$ cat src/rtl/jvm_pkg.sv
// Shared JVM bytecode decode definitions: widths, opcode constants, decoder states
// and the operand-length classification.
package jvm_pkg;

    localparam int unsigned BYTE_W = 8;
    localparam int unsigned OPND_W = 16;

    typedef enum logic [2:0] {
        S_OPC = 3'd0,
        S_OP1 = 3'd1,
        S_OP2 = 3'd2,
        S_OUT = 3'd3,
        S_ERR = 3'd4
    } dec_state_e;

    // Operand byte count per opcode; LEN_ILL marks opcodes this decoder rejects.
    typedef enum logic [1:0] {
        LEN_0   = 2'd0,
        LEN_1   = 2'd1,
        LEN_2   = 2'd2,
        LEN_ILL = 2'd3
    } op_len_e;

    localparam logic [BYTE_W-1:0] OP_BIPUSH  = 8'h10;
    localparam logic [BYTE_W-1:0] OP_SIPUSH  = 8'h11;
    localparam logic [BYTE_W-1:0] OP_LDC     = 8'h12;
    localparam logic [BYTE_W-1:0] OP_ILOAD   = 8'h15;
    localparam logic [BYTE_W-1:0] OP_ISTORE  = 8'h36;
    localparam logic [BYTE_W-1:0] OP_IINC    = 8'h84;
    localparam logic [BYTE_W-1:0] OP_IFEQ    = 8'h99;
    localparam logic [BYTE_W-1:0] OP_GOTO    = 8'hA7;
    localparam logic [BYTE_W-1:0] OP_TABLESW = 8'hAA;
    localparam logic [BYTE_W-1:0] OP_LOOKUSW = 8'hAB;
    localparam logic [BYTE_W-1:0] OP_INVDYN  = 8'hBA;
    localparam logic [BYTE_W-1:0] OP_WIDE    = 8'hC4;
    localparam logic [BYTE_W-1:0] OP_ILL_LO  = 8'hCA;

endpackage

$ cat src/rtl/opcode_len_lut.sv
// Combinational opcode classifier: operand byte count or illegal.
module opcode_len_lut
    import jvm_pkg::*;
(
    input  logic [BYTE_W-1:0] opcode,
    output op_len_e           op_len
);

    always_comb begin
        op_len = LEN_0;
        case (opcode)
            OP_BIPUSH, OP_LDC, OP_ILOAD, OP_ISTORE:        op_len = LEN_1;
            OP_SIPUSH, OP_IINC:                            op_len = LEN_2;
            OP_TABLESW, OP_LOOKUSW, OP_INVDYN, OP_WIDE:    op_len = LEN_ILL;
            default: begin
                if (opcode >= OP_ILL_LO) begin
                    op_len = LEN_ILL;
                end else if (opcode >= OP_IFEQ && opcode <= OP_GOTO) begin
                    op_len = LEN_2;
                end
            end
        endcase
    end

endmodule

$ cat src/rtl/bytecode_decoder.sv
// Assembles JVM bytecode bytes into opcode + big-endian operand instructions,
// holding each until the consumer accepts it.
module bytecode_decoder
    import jvm_pkg::*;
(
    input  logic              clk,
    input  logic              reset,
    input  logic [BYTE_W-1:0] byte_in,
    input  logic              byte_ready,
    output logic              byte_req,
    input  logic              flush,
    output logic              insn_valid,
    input  logic              insn_accept,
    output logic [BYTE_W-1:0] insn_opcode,
    output logic [OPND_W-1:0] insn_operand,
    output logic [1:0]        insn_len,
    output logic              illegal
);

    dec_state_e        state;
    op_len_e           lut_len;
    logic [BYTE_W-1:0] op_hi;
    logic              consume;

    opcode_len_lut u_len_lut (
        .opcode (byte_in),
        .op_len (lut_len)
    );

    // Byte request depends on state only, so it never combinationally follows inputs.
    assign byte_req = (state == S_OPC) || (state == S_OP1) || (state == S_OP2);
    assign consume  = byte_req && byte_ready;

    always_ff @(posedge clk) begin
        if (reset) begin
            state        <= S_OPC;
            insn_valid   <= 1'b0;
            illegal      <= 1'b0;
            insn_opcode  <= '0;
            insn_operand <= '0;
            insn_len     <= 2'd0;
            op_hi        <= '0;
        end else if (flush && state != S_ERR) begin
            // Redirect: drop whatever was partially assembled or held.
            state        <= S_OPC;
            insn_valid   <= 1'b0;
            insn_opcode  <= '0;
            insn_operand <= '0;
            insn_len     <= 2'd0;
            op_hi        <= '0;
        end else begin
            case (state)
                S_OPC: begin
                    if (consume) begin
                        insn_opcode  <= byte_in;
                        insn_operand <= '0;
                        op_hi        <= '0;
                        case (lut_len)
                            LEN_ILL: begin
                                state    <= S_ERR;
                                illegal  <= 1'b1;
                                insn_len <= 2'd0;
                            end
                            LEN_0: begin
                                state      <= S_OUT;
                                insn_valid <= 1'b1;
                                insn_len   <= 2'd0;
                            end
                            default: begin
                                state    <= S_OP1;
                                insn_len <= 2'(lut_len);
                            end
                        endcase
                    end
                end
                S_OP1: begin
                    if (consume) begin
                        if (insn_len == 2'd1) begin
                            insn_operand <= {8'h00, byte_in};
                            insn_valid   <= 1'b1;
                            state        <= S_OUT;
                        end else begin
                            op_hi <= byte_in;
                            state <= S_OP2;
                        end
                    end
                end
                S_OP2: begin
                    if (consume) begin
                        insn_operand <= {op_hi, byte_in};
                        insn_valid   <= 1'b1;
                        state        <= S_OUT;
                    end
                end
                S_OUT: begin
                    if (insn_accept) begin
                        insn_valid <= 1'b0;
                        state      <= S_OPC;
                    end
                end
                S_ERR: begin
                    // Sticky until reset.
                    illegal    <= 1'b1;
                    insn_valid <= 1'b0;
                end
                default: begin
                    state <= S_OPC;
                end
            endcase
        end
    end

endmodule

$ cat config.mk
export PLATFORM = sky130hd
export DESIGN_NAME = bytecode_decoder
export DESIGN_NICKNAME = d
export VERILOG_FILES = /design/src/rtl/jvm_pkg.sv /design/src/rtl/opcode_len_lut.sv /design/src/rtl/bytecode_decoder.sv
export SDC_FILE = /design/constraint.sdc
export NUM_CORES = 1
export LEC_CHECK = 0
export CAP_MARGIN = 20
export CORE_MARGIN = 10
export CORE_UTILIZATION = 44
export CTS_CLUSTER_DIAMETER = 80
export CTS_CLUSTER_SIZE = 25
export DETAILED_ROUTE_END_ITERATION = 6
export HOLD_SLACK_MARGIN = 0.08
export PLACE_DENSITY = 0.75
export SLEW_MARGIN = 40
export SYNTH_ARGS = -nofsm -noshare
export SYNTH_HDL_FRONTEND = slang
export SYNTH_HIERARCHICAL = 1
export SYNTH_SLANG_ARGS = --single-unit
$ cat constraint.sdc
create_clock -name clk -period 2 [get_ports clk]
set_input_delay 0.4 -clock clk [delete_from_list [all_inputs] [get_ports clk]]
set_output_delay 0.4 -clock clk [all_outputs]
set_load 0.02 [all_outputs]
# Word-level counts from Yosys, hierarchy flattened
# Cells that the tools add are included.
# totals
in_bits	13
word_cells	89
output_inout_bits	29
regBits	39
# op_classes
magnitude_cmp	3
bitwise	2
n_eq_ne	25
reduce_logical	22
mux	30
# ops
operator	count
two-way mux 16 bit	4
one-hot mux 16 bit (3 select lines)	1
== test 8 bit (second input constant)	5
== test 8 x 5 -> 1 bit (second input constant)	4
two-way mux 8 bit	3
greater-or-equal comparator 8 bit (second input constant)	2
one-hot mux 8 bit (2 select lines)	1
one-hot mux 3 bit (5 select lines)	1
two-way mux 3 bit	4
!= test 2 bit (second input constant)	5
AND reduction 5 bit	2
two-way mux 1 bit	9
== test 8 x 6 -> 1 bit (second input constant)	1
less-or-equal comparator 8 bit (second input constant)	1
AND reduction 4 bit	2
OR reduction 4 bit	2
AND reduction 7 bit	1
== test 3 x 2 -> 1 bit (second input constant)	2
two-way mux 2 bit	3
!= test 2 x 1 -> 1 bit (second input constant)	3
one-hot mux 2 bit (3 select lines)	1
one-hot mux 3 bit (2 select lines)	1
OR reduction 2 bit	3
one-hot mux 1 bit (5 select lines)	1
other kinds (15)	20

# Depth between registers and ports, before layout
# Gate-level depths: netlist of the first run.
# logic_depth
ltp_word	9
depth_mapped	8
depth_no_buf	8

# Cells and area by module
# Netlist of the first run, hierarchy kept.
# modules_own_cells
mod	area_each_um2	seq_area_each_um2	cells_each	n_inst
bytecode_decoder	1647.8	780.7	194	1
opcode_len_lut	152.6	0.0	24	1

# Worst setup path before layout of the first run
# Ideal clock, no wire load.
# synth_path
kind	input port to flip-flop
from	input byte_in[6]
to	register insn_valid
setup_slack_ns	0.076
arrival_time_ns	1.801
path_buffers	0
path_stages	8
t_required_ns	1.877
setup_ns	0.123
path_cell_list	nand2b_1 nor4b_1 a31oi_1 o221ai_1 nor2_1 nor2b_1 a211o_1 mux2_1
# synth_between
elab_chain_cells	8
word_cells_on_any_way	23
cone_classes	3 x order compare; 11 x eq/ne; 3 x mux; 6 x reduce/logical
# synth_lines
element	line	text
start: declaration	bytecode_decoder.sv:8	input logic [BYTE_W-1:0] byte_in,
greater-or-equal comparator 8 bit or less-or-equal comparator 8 bit (tied branches)	opcode_len_lut.sv:18	end else if (opcode >= OP_IFEQ && opcode <= OP_GOTO) begin
logical AND 1 bit	opcode_len_lut.sv:18	
two-way mux 2 bit	opcode_len_lut.sv:18	
two-way mux 2 bit	opcode_len_lut.sv:16	if (opcode >= OP_ILL_LO) begin
one-hot mux 2 bit (3 select lines) (*)	opcode_len_lut.sv:11	case (opcode)
named net lut_len[1]	bytecode_decoder.sv:21	op_len_e lut_len;
zero test 2 bit (*)	bytecode_decoder.sv:58	case (lut_len)
!= test 2 x 1 -> 1 bit (no line) (*)	--	
AND reduction 7 bit (no line) (*)	--	
end signal: assignment	bytecode_decoder.sv:66	insn_valid <= 1'b1;
end signal: assignment	bytecode_decoder.sv:80	insn_valid <= 1'b1;
end signal: assignment	bytecode_decoder.sv:91	insn_valid <= 1'b1;
end: declaration	bytecode_decoder.sv:12	output logic insn_valid,
# Mark *: on every way through the listed nets, which the timed path passes. The rest lies on a longest branch.
# A chain may end at the register's enable or synchronous reset.

# Worst setup path after layout of the first run
# layout_path
from	input byte_in[4]
to	register state[0]
# layout_between
elab_chain_cells	9
word_cells_on_any_way	25
cone_classes	3 x order compare; 11 x eq/ne; 6 x mux; 5 x reduce/logical
# layout_lines
element	line	text
greater-or-equal comparator 8 bit or less-or-equal comparator 8 bit (tied branches)	opcode_len_lut.sv:18	
logical AND 1 bit	opcode_len_lut.sv:18	
two-way mux 2 bit	opcode_len_lut.sv:18	
two-way mux 2 bit	opcode_len_lut.sv:16	
one-hot mux 2 bit (3 select lines) (*)	opcode_len_lut.sv:11	
named net lut_len[1]	bytecode_decoder.sv:21	
== test 2 bit or zero test 2 bit (tied branches)	bytecode_decoder.sv:58	
one-hot mux 3 bit (2 select lines) (*)	bytecode_decoder.sv:58	
two-way mux 3 bit (*)	bytecode_decoder.sv:54	if (consume) begin
one-hot mux 3 bit (5 select lines) (*)	bytecode_decoder.sv:52	case (state)
end signal: assignment	bytecode_decoder.sv:60	state <= S_ERR;
end signal: assignment	bytecode_decoder.sv:65	state <= S_OUT;
end signal: assignment	bytecode_decoder.sv:70	state <= S_OP1;
end: declaration	bytecode_decoder.sv:20	dec_state_e state;
# Mark *: on every way through the listed nets, which the timed path passes. The rest lies on a longest branch. The select of a mux whose other input is x is not followed.

==> metrics.md, run 1 <==
| Metric | Value |
|---|---|
| PortBufs | `41` |
| TritonCTS Buffers | `5` |
| Hold Path Class | `reg2reg` |
| Core ar. | `0.00397 mm²` |
| YS warnings | `6` |
| Library cells used by synthesis | `39` |
| Crit path capture type | `flop` |
| Drt drc | `0` |
| Fin worst setup slack | `-0.0131 ns` |
| Synthesized area per cell | `8.26 µm²` |
| Fill count | `345` |
| CP max stage cell | `clkdlybuf4s15_1` |
| Worst Skew | `0.0104 ns` |
| CTS HTree Levels | `2` |
| Clock Tree Buf Depth | `2` |
| Via-to-Cell Ratio | `5.32` |
| Mapped Nets | `231` |
| Clk Latency, worst-skew pair | `0.30 ns` |
| Max Cap Viol | `0` |
| Worst vdd rail ir drop | `0.000455 V` |
| Reg-to-Reg Start | `state[1]$_SDFFE_PP0P_` |
| Avg WL per Cell | `14.7 µm` |
| Register area share after synthesis | `43.4%` |
| Critical Path Start Type | `input pin` |
| Die X | `84.0 µm` |
| Placed wire-length estimate | `3.40 mm` |
| Slew margin rel. | `67.7%` |
| Mapped cell area | `0.00180 mm²` |
| Most frequent cells in the layout | `a21oi_1, dfxtp_1, clkdlybuf4s50_1, nand2_1, buf_4` |
| Endpoints failing setup | `1` |
| Commonest non-fill, non-tap cell in the layout | `a21oi_1` |
| First-pass GRT wire length | `7.90 mm` |
| Total chip power | `1.64 mW` |
| I/O pins | `42` |
| Die Ht | `84.0 µm` |
| Initial Util | `45.3%` |
| Failing checks | `setup timing` |
| Total congestion overflow | `0` |
| CTS tree | `done` |
| Placed insts | `325` |
| Post-Layout Cell Count | `336` |
| Pre-Repair DR Iteration Count | `4` |
| GR Util All Layers | `13.2%` |
| DR vias | `1,789` |
| Hold_buf cts | `0` |
| GPL Wtd Cong | `0.853` |
| Root Driver | `clkbuf_8` |
| Row cnt | `23` |
| Total die area | `0.00705 mm²` |
| Period utilisation layout | `101%` |
| Vias in the first global route | `1,607` |
| DRT iter0 DRCs | `136` |
| Critical-path cell list | `clkdlybuf4s15_1 -> nand2_1 -> a211oi_2 -> a21oi_1 -> o221ai_2 -> buf_4 -> nand2_1 -> a211o_1 -> a32oi_1 -> nor2_1` |
| Final #Nets | `298` |
| Largest net degree at the start of global routing | `34` |
| Period minus WS final | `2.01 ns` |
| Antenna violations before repair | `0` |
| Gate count of the mapped netlist | `218` |
| Max incr delay on CP | `0.32 ns` |
| HP Start | `insn_opcode[3]$_SDFFE_PP0P_` |
| Layout cells sized above 1 | `21.0%` |
| Crit path from | `byte_in[4]` |
| Worst path arrival time | `2.20 ns` |
| Fmax | `497 MHz` |
| Final hold violations | `0` |
| Worst Max-Slew Pin Slew | `0.483 ns` |
| Clk slew on worst S/H paths | `0.09 ns` |
| Most frequent cell on the critical path | `nand2_1` |
| Synth-to-Final Area Change | `42.7%` |
| Antenna Cells | `0` |
| Sink Count | `39` |
| RSZ-0062 raised after global routing | `true` |
| Post-Route WL | `4.94 mm` |
| Worst endpoint required time | `2.19 ns` |
| Slew Limit Fails | `0` |
| ANT nets after route | `0` |
| Seq cells post-synth | `39` |
| Critical path class | `in2reg` |
| Status | `finished, violations left` |
| Pwr dens | `637 mW/mm²` |
| P_leak | `0.915 nW` |
| Worst-path maximum fanout | `8` |
report_power, final:
part	switching [mW]	leakage (nW)	internal (mW)
Combinational	0.160	0.559	0.138
Clock	0.297	0.0402	0.243
Sequential	0.00847	0.315	0.790
per-layer routing:
metal | part of all wire (%) | GRT usage, %
met2 | 49 | 20.6
met5 | 0 | 0
met3 | 4.8 | 5.08
met1 | 44 | 16.0
met4 | 1.8 | 4.87
through the flow:
step / TNS, ns / util [%] / instance area [µm²] / worst slack (ns) / hold slack (ns)
after floorplan: 0 / - / 1800 / 0.0760 / 0.432
after global placement: -2.18 / 61.0 / 2420 / -0.548 / 0.443
after detailed placement: -2.32 / 61.0 / 2420 / -0.565 / 0.446
after CTS: 0 / 63.4 / 2520 / 0.00738 / 0.457
after global routing: -0.102 / 64.7 / 2570 / -0.0793 / 0.477
final: -0.0131 / 64.7 / 2570 / -0.0131 / 0.455
synth_stat cells (all sizes together):
| library cell | n | area, µm² |
|---|---|---|
| a21oi | 42 | 221 |
| dfxtp | 39 | 781 |
| nand2 | 31 | 116 |
| nand3 | 24 | 120 |
| nand2b | 18 | 113 |
| buf | 13 | 86.3 |
| nor2 | 8 | 30.0 |
| o21ai | 5 | 28.8 |
| a211o | 3 | 26.3 |
| a211oi | 3 | 27.5 |
| inv | 3 | 11.3 |
| nand3b | 3 | 22.5 |
| nor3b | 3 | 32.5 |
| nor2b | 2 | 12.5 |
| nor3 | 2 | 10.0 |
| nor4b | 2 | 17.5 |
| o21bai | 2 | 15.0 |
| or3b | 2 | 20.0 |
| a21boi | 1 | 7.51 |
| a21o | 1 | 8.76 |
| a311oi | 1 | 8.76 |
| a31oi | 1 | 6.26 |
| a32oi | 1 | 8.76 |
| a41o | 1 | 10.0 |
| and2 | 1 | 6.26 |
| mux2 | 1 | 11.3 |
| nand4b | 1 | 8.76 |
| nor4 | 1 | 6.26 |
| o221a | 1 | 11.3 |
| o221ai | 1 | 8.76 |
| or2 | 1 | 6.26 |
area by class of cell:
type | instances | area, µm² | share of cell area, %
multi-input cells | 163 | 975 | 37.9
flip-flops and latches | 39 | 781 | 30.4
repair buffers | 73 | 651 | 25.3
clock buffers | 5 | 68.8 | 2.68
well taps | 50 | 62.6 | 2.44
clock inverters | 3 | 20.0 | 0.779
inverters | 3 | 11.3 | 0.438
repair_timing:
action | CTS | global route
buffers inserted | 1 | 2
pin swaps | 3 | 4
resized for setup | 10 | 14
endpoints found under the setup margin | 2 | 4
cells by family (layout without fill, tap and decap cells):
family,after synthesis,count (layout),share of synthesized area [%]
AO/OA/AOI/OAI,63,63,21.6
buffers and inverters,16,84,5.42
flip-flops,39,39,43.4
multiplexers,1,1,0.625
AND/OR/NAND/NOR,99,99,29.0
flip-flops by register name (all words and copies together), names as in the netlist:
signal / cells
state: 3
insn_len: 2
insn_valid: 1
illegal: 1
insn_operand: 16
insn_opcode: 8
op_hi: 8
critical path, delay by kind of cell:
family,cells,cell delay (ns)
AOI/OAI and AO/OA,5,1.08
buffers and inverters,2,0.49
and+or+nand+nor,3,0.23
worst paths after layout:
kind | end | slack, ns | cells after the start
worst max-delay path | state[0]$_SDFFE_PP0P_ | -0.01 | 10
worst min register to register | insn_opcode[3]$_SDFFE_PP0P_ | 0.46 | 2
worst min-delay path | insn_opcode[3]$_SDFFE_PP0P_ | 0.46 | 2
worst max register to register | insn_operand[6]$_SDFFE_PP0P_ | 0.38 | 6
No activity file was read; power rests on OpenSTA's default activity.
==> run 2: changes to the inputs <==
- CORE_MARGIN: 10 -> 5
- CTS_CLUSTER_DIAMETER: 80 -> 100
==> metrics.md, run 2 (synthesized netlist as in run 1, its figures left out) <==
| Metric | Value |
|---|---|
| Number of flip-flops in the largest register | `16 (unchanged)` |
| Initial Util | `45.3% (unchanged)` |
| Clk Latency, worst-skew pair | `0.31 ns (was 0.30 ns)` |
| Total die area | `0.00547 mm² (was 0.00705 mm²)` |
| P_leak | `0.918 nW (was 0.915 nW)` |
| Max incr delay on CP | `0.31 ns (was 0.32 ns)` |
| Antenna violations before repair | `0 (unchanged)` |
| Fill count | `346 (was 345)` |
| Sequential power share | `49.2% (was 48.8%)` |
| Sink Count | `39 (unchanged)` |
| Root Driver | `clkbuf_8 (unchanged)` |
| Pre-Repair DR Iteration Count | `4 (unchanged)` |
| Worst vdd rail ir drop | `0.000461 V (was 0.000455 V)` |
| DP Worst Slack | `-0.600 ns (was -0.565 ns)` |
| Clock Tree Buf Depth | `2 (unchanged)` |
| Period minus WS final | `1.85 ns (was 2.01 ns)` |
| Placed wire-length estimate | `3.24 mm (was 3.40 mm)` |
| Pint | `1.17 mW (about the same)` |
| Core ar. | `0.00397 mm² (unchanged)` |
| Worst Max-Slew Pin Slew | `0.457 ns (was 0.483 ns)` |
| Synth-to-Final Area Change | `41.9% (was 42.7%)` |
| Register with the most flip-flops | `insn_operand (unchanged)` |
| Most frequent cells in the layout | `a21oi_1, dfxtp_1, clkdlybuf4s50_1, buf_4, nand2_1 (was a21oi_1, dfxtp_1, clkdlybuf4s50_1, nand2_1, buf_4)` |
| Slew Limit Fails | `0 (unchanged)` |
| Status | `completed (was finished, violations left)` |
| Largest net degree at the start of global routing | `33 (was 34)` |
| Hold Path Class | `in2reg (was reg2reg)` |
| Max Cap Viol | `0 (unchanged)` |
| Critical path class | `in2reg (unchanged)` |
| Largest regs | `insn_operand (16), insn_opcode (8), op_hi (8) (unchanged)` |
| Drt drc | `0 (unchanged)` |
| Fin worst setup slack | `0.152 ns (was -0.0131 ns)` |
| Sw power | `0.457 mW (was 0.465 mW)` |
| Worst endpoint required time | `2.20 ns (was 2.19 ns)` |
| I/O pins | `42 (unchanged)` |
| Critical-path cell list | `clkbuf_2 -> nor2_1 -> nor4b_2 -> a31oi_1 -> o221ai_2 -> nor2_1 -> nor2b_1 -> a211o_1 -> mux2_1 (was clkdlybuf4s15_1 -> nand2_1 -> a211oi_2 -> a21oi_1 -> o221ai_2 -> buf_4 -> nand2_1 -> a211o_1 -> a32oi_1 -> nor2_1)` |
| Total congestion overflow | `0 (unchanged)` |
| Worst Skew | `0.00931 ns (was 0.0104 ns)` |
| Slew margin rel. | `69.4% (was 67.7%)` |
| R2R depth | `4 (was 6)` |
| Final #Nets | `300 (was 298)` |
| Layout cells sized above 1 | `22.9% (was 21.0%)` |
| TritonCTS Buffers | `5 (unchanged)` |
| Endpoints failing setup | `0 (was 1)` |
| Clock power share | `32.9% (was 33.0%)` |
| DR vias | `1,760 (was 1,789)` |
| Final hold violations | `0 (unchanged)` |
| Pwr dens | `636 mW/mm² (was 637 mW/mm²)` |
| Via-to-Cell Ratio | `5.21 (was 5.32)` |
| PortBufs | `41 (unchanged)` |
| RSZ-0062 raised after global routing | `false (was true)` |
| Antenna Cells | `0 (unchanged)` |
| Avg WL per Cell | `13.8 µm (was 14.7 µm)` |
| DRT iter0 DRCs | `194 (was 136)` |
| Clk slew on worst S/H paths | `0.08 ns (was 0.09 ns)` |
| Layout Utilization | `64.3% (was 64.7%)` |
| Combinational share of power | `17.9% (was 18.2%)` |
| Fmax | `541 MHz (was 497 MHz)` |
| Crit path capture type | `flop (unchanged)` |
| ANT nets after route | `0 (unchanged)` |
| Critical Path Start Type | `input pin (unchanged)` |
| Die X | `74.0 µm (was 84.0 µm)` |
| Period utilisation layout | `92.4% (was 101%)` |
| Row cnt | `23 (unchanged)` |
| Worst path arrival time | `2.05 ns (was 2.20 ns)` |
| Hold_buf cts | `0 (unchanged)` |
| Worst-path maximum fanout | `8 (unchanged)` |
| CTS HTree Levels | `2 (unchanged)` |
| GPL Wtd Cong | `0.870 (was 0.853)` |
| Post-Route WL | `4.67 mm (was 4.94 mm)` |
| CTS tree | `done (unchanged)` |
| Worst hold path stage count | `3 (was 2)` |
| Sw frac | `28.1% (was 28.4%)` |
| GR Util All Layers | `18.0% (was 13.2%)` |
| Most frequent cell on the critical path | `nor2_1 (was nand2_1)` |
| CP max stage cell | `mux2_1 (was clkdlybuf4s15_1)` |
| First-pass GRT wire length | `7.67 mm (was 7.90 mm)` |
| Die Ht | `74.0 µm (was 84.0 µm)` |
| Commonest non-fill, non-tap cell in the layout | `a21oi_1 (unchanged)` |
| Vias in the first global route | `1,694 (was 1,607)` |
run 2: area by class of cell:
cell class / instances / area, µm² / share of cell area, %
timing repair buffer: 75 / 644 / 25.2
multi-input combinational: 163 / 967 / 37.9
inverter: 3 / 11.3 / 0.441
clock buffer: 5 / 68.8 / 2.69
tap: 50 / 62.6 / 2.45
clock inverter: 3 / 20.0 / 0.784
sequential: 39 / 781 / 30.6
run 2: timing repair:
item	4_1_cts	5_1_grt
setup endpoints to repair	5	4
pin swaps	3	4
buffers inserted	2	1
endpoints found under the hold margin	0	0
gates resized for setup	13	21
run 2: layer usage:
layer,vias up,part of all wire [%],global-route usage [%]
met5,-,0,0
met4,0,2.0,8.85
met3,10,4.5,4.19
met2,41,46,26.8
met1,804,47,24.6
li1,905,-,-
run 2: path summary, 6_finish.rpt:
path / from / end / slack [ns]
setup / recovery: byte_in[3] / insn_valid$_SDFFE_PP0P_ / 0.15
setup reg to reg: state[1]$_SDFFE_PP0P_ / insn_valid$_SDFFE_PP0P_ / 0.34
hold reg to reg: insn_opcode[1]$_SDFFE_PP0P_ / insn_opcode[1]$_SDFFE_PP0P_ / 0.46
hold / removal: byte_in[6] / insn_opcode[6]$_SDFFE_PP0P_ / 0.44
run 2: per-stage QoR:
step	total power, mW	std cells	setup TNS (ns)	cell area (µm²)	hold WS, ns
after floorplan	0.967	218	0	1800	0.432
final	1.62	338	0	2550	0.437
after detailed placement	1.09	327	-2.73	2440	0.448
after global routing	1.69	338	0	2550	0.443
after CTS	1.62	337	0	2560	0.459
after global placement	1.09	327	-2.28	2440	0.441
run 2: power groups by stage:
stage | registers, mW | logic, mW | clock network, mW
floorplan | 0.829 | 0.138 | 0
CTS | 0.800 | 0.283 | 0.538
global route | 0.802 | 0.315 | 0.576
global placement | 0.817 | 0.276 | 0
detailed placement | 0.818 | 0.277 | 0
finish | 0.800 | 0.291 | 0.534
run 2: worst max-delay path, delay by kind of cell:
family | cells | cell delay [ns]
and+or+nand+nor | 4 | 0.48
AOI/OAI and AO/OA | 3 | 0.64
buffers and inverters | 1 | 0.20
muxes | 1 | 0.31
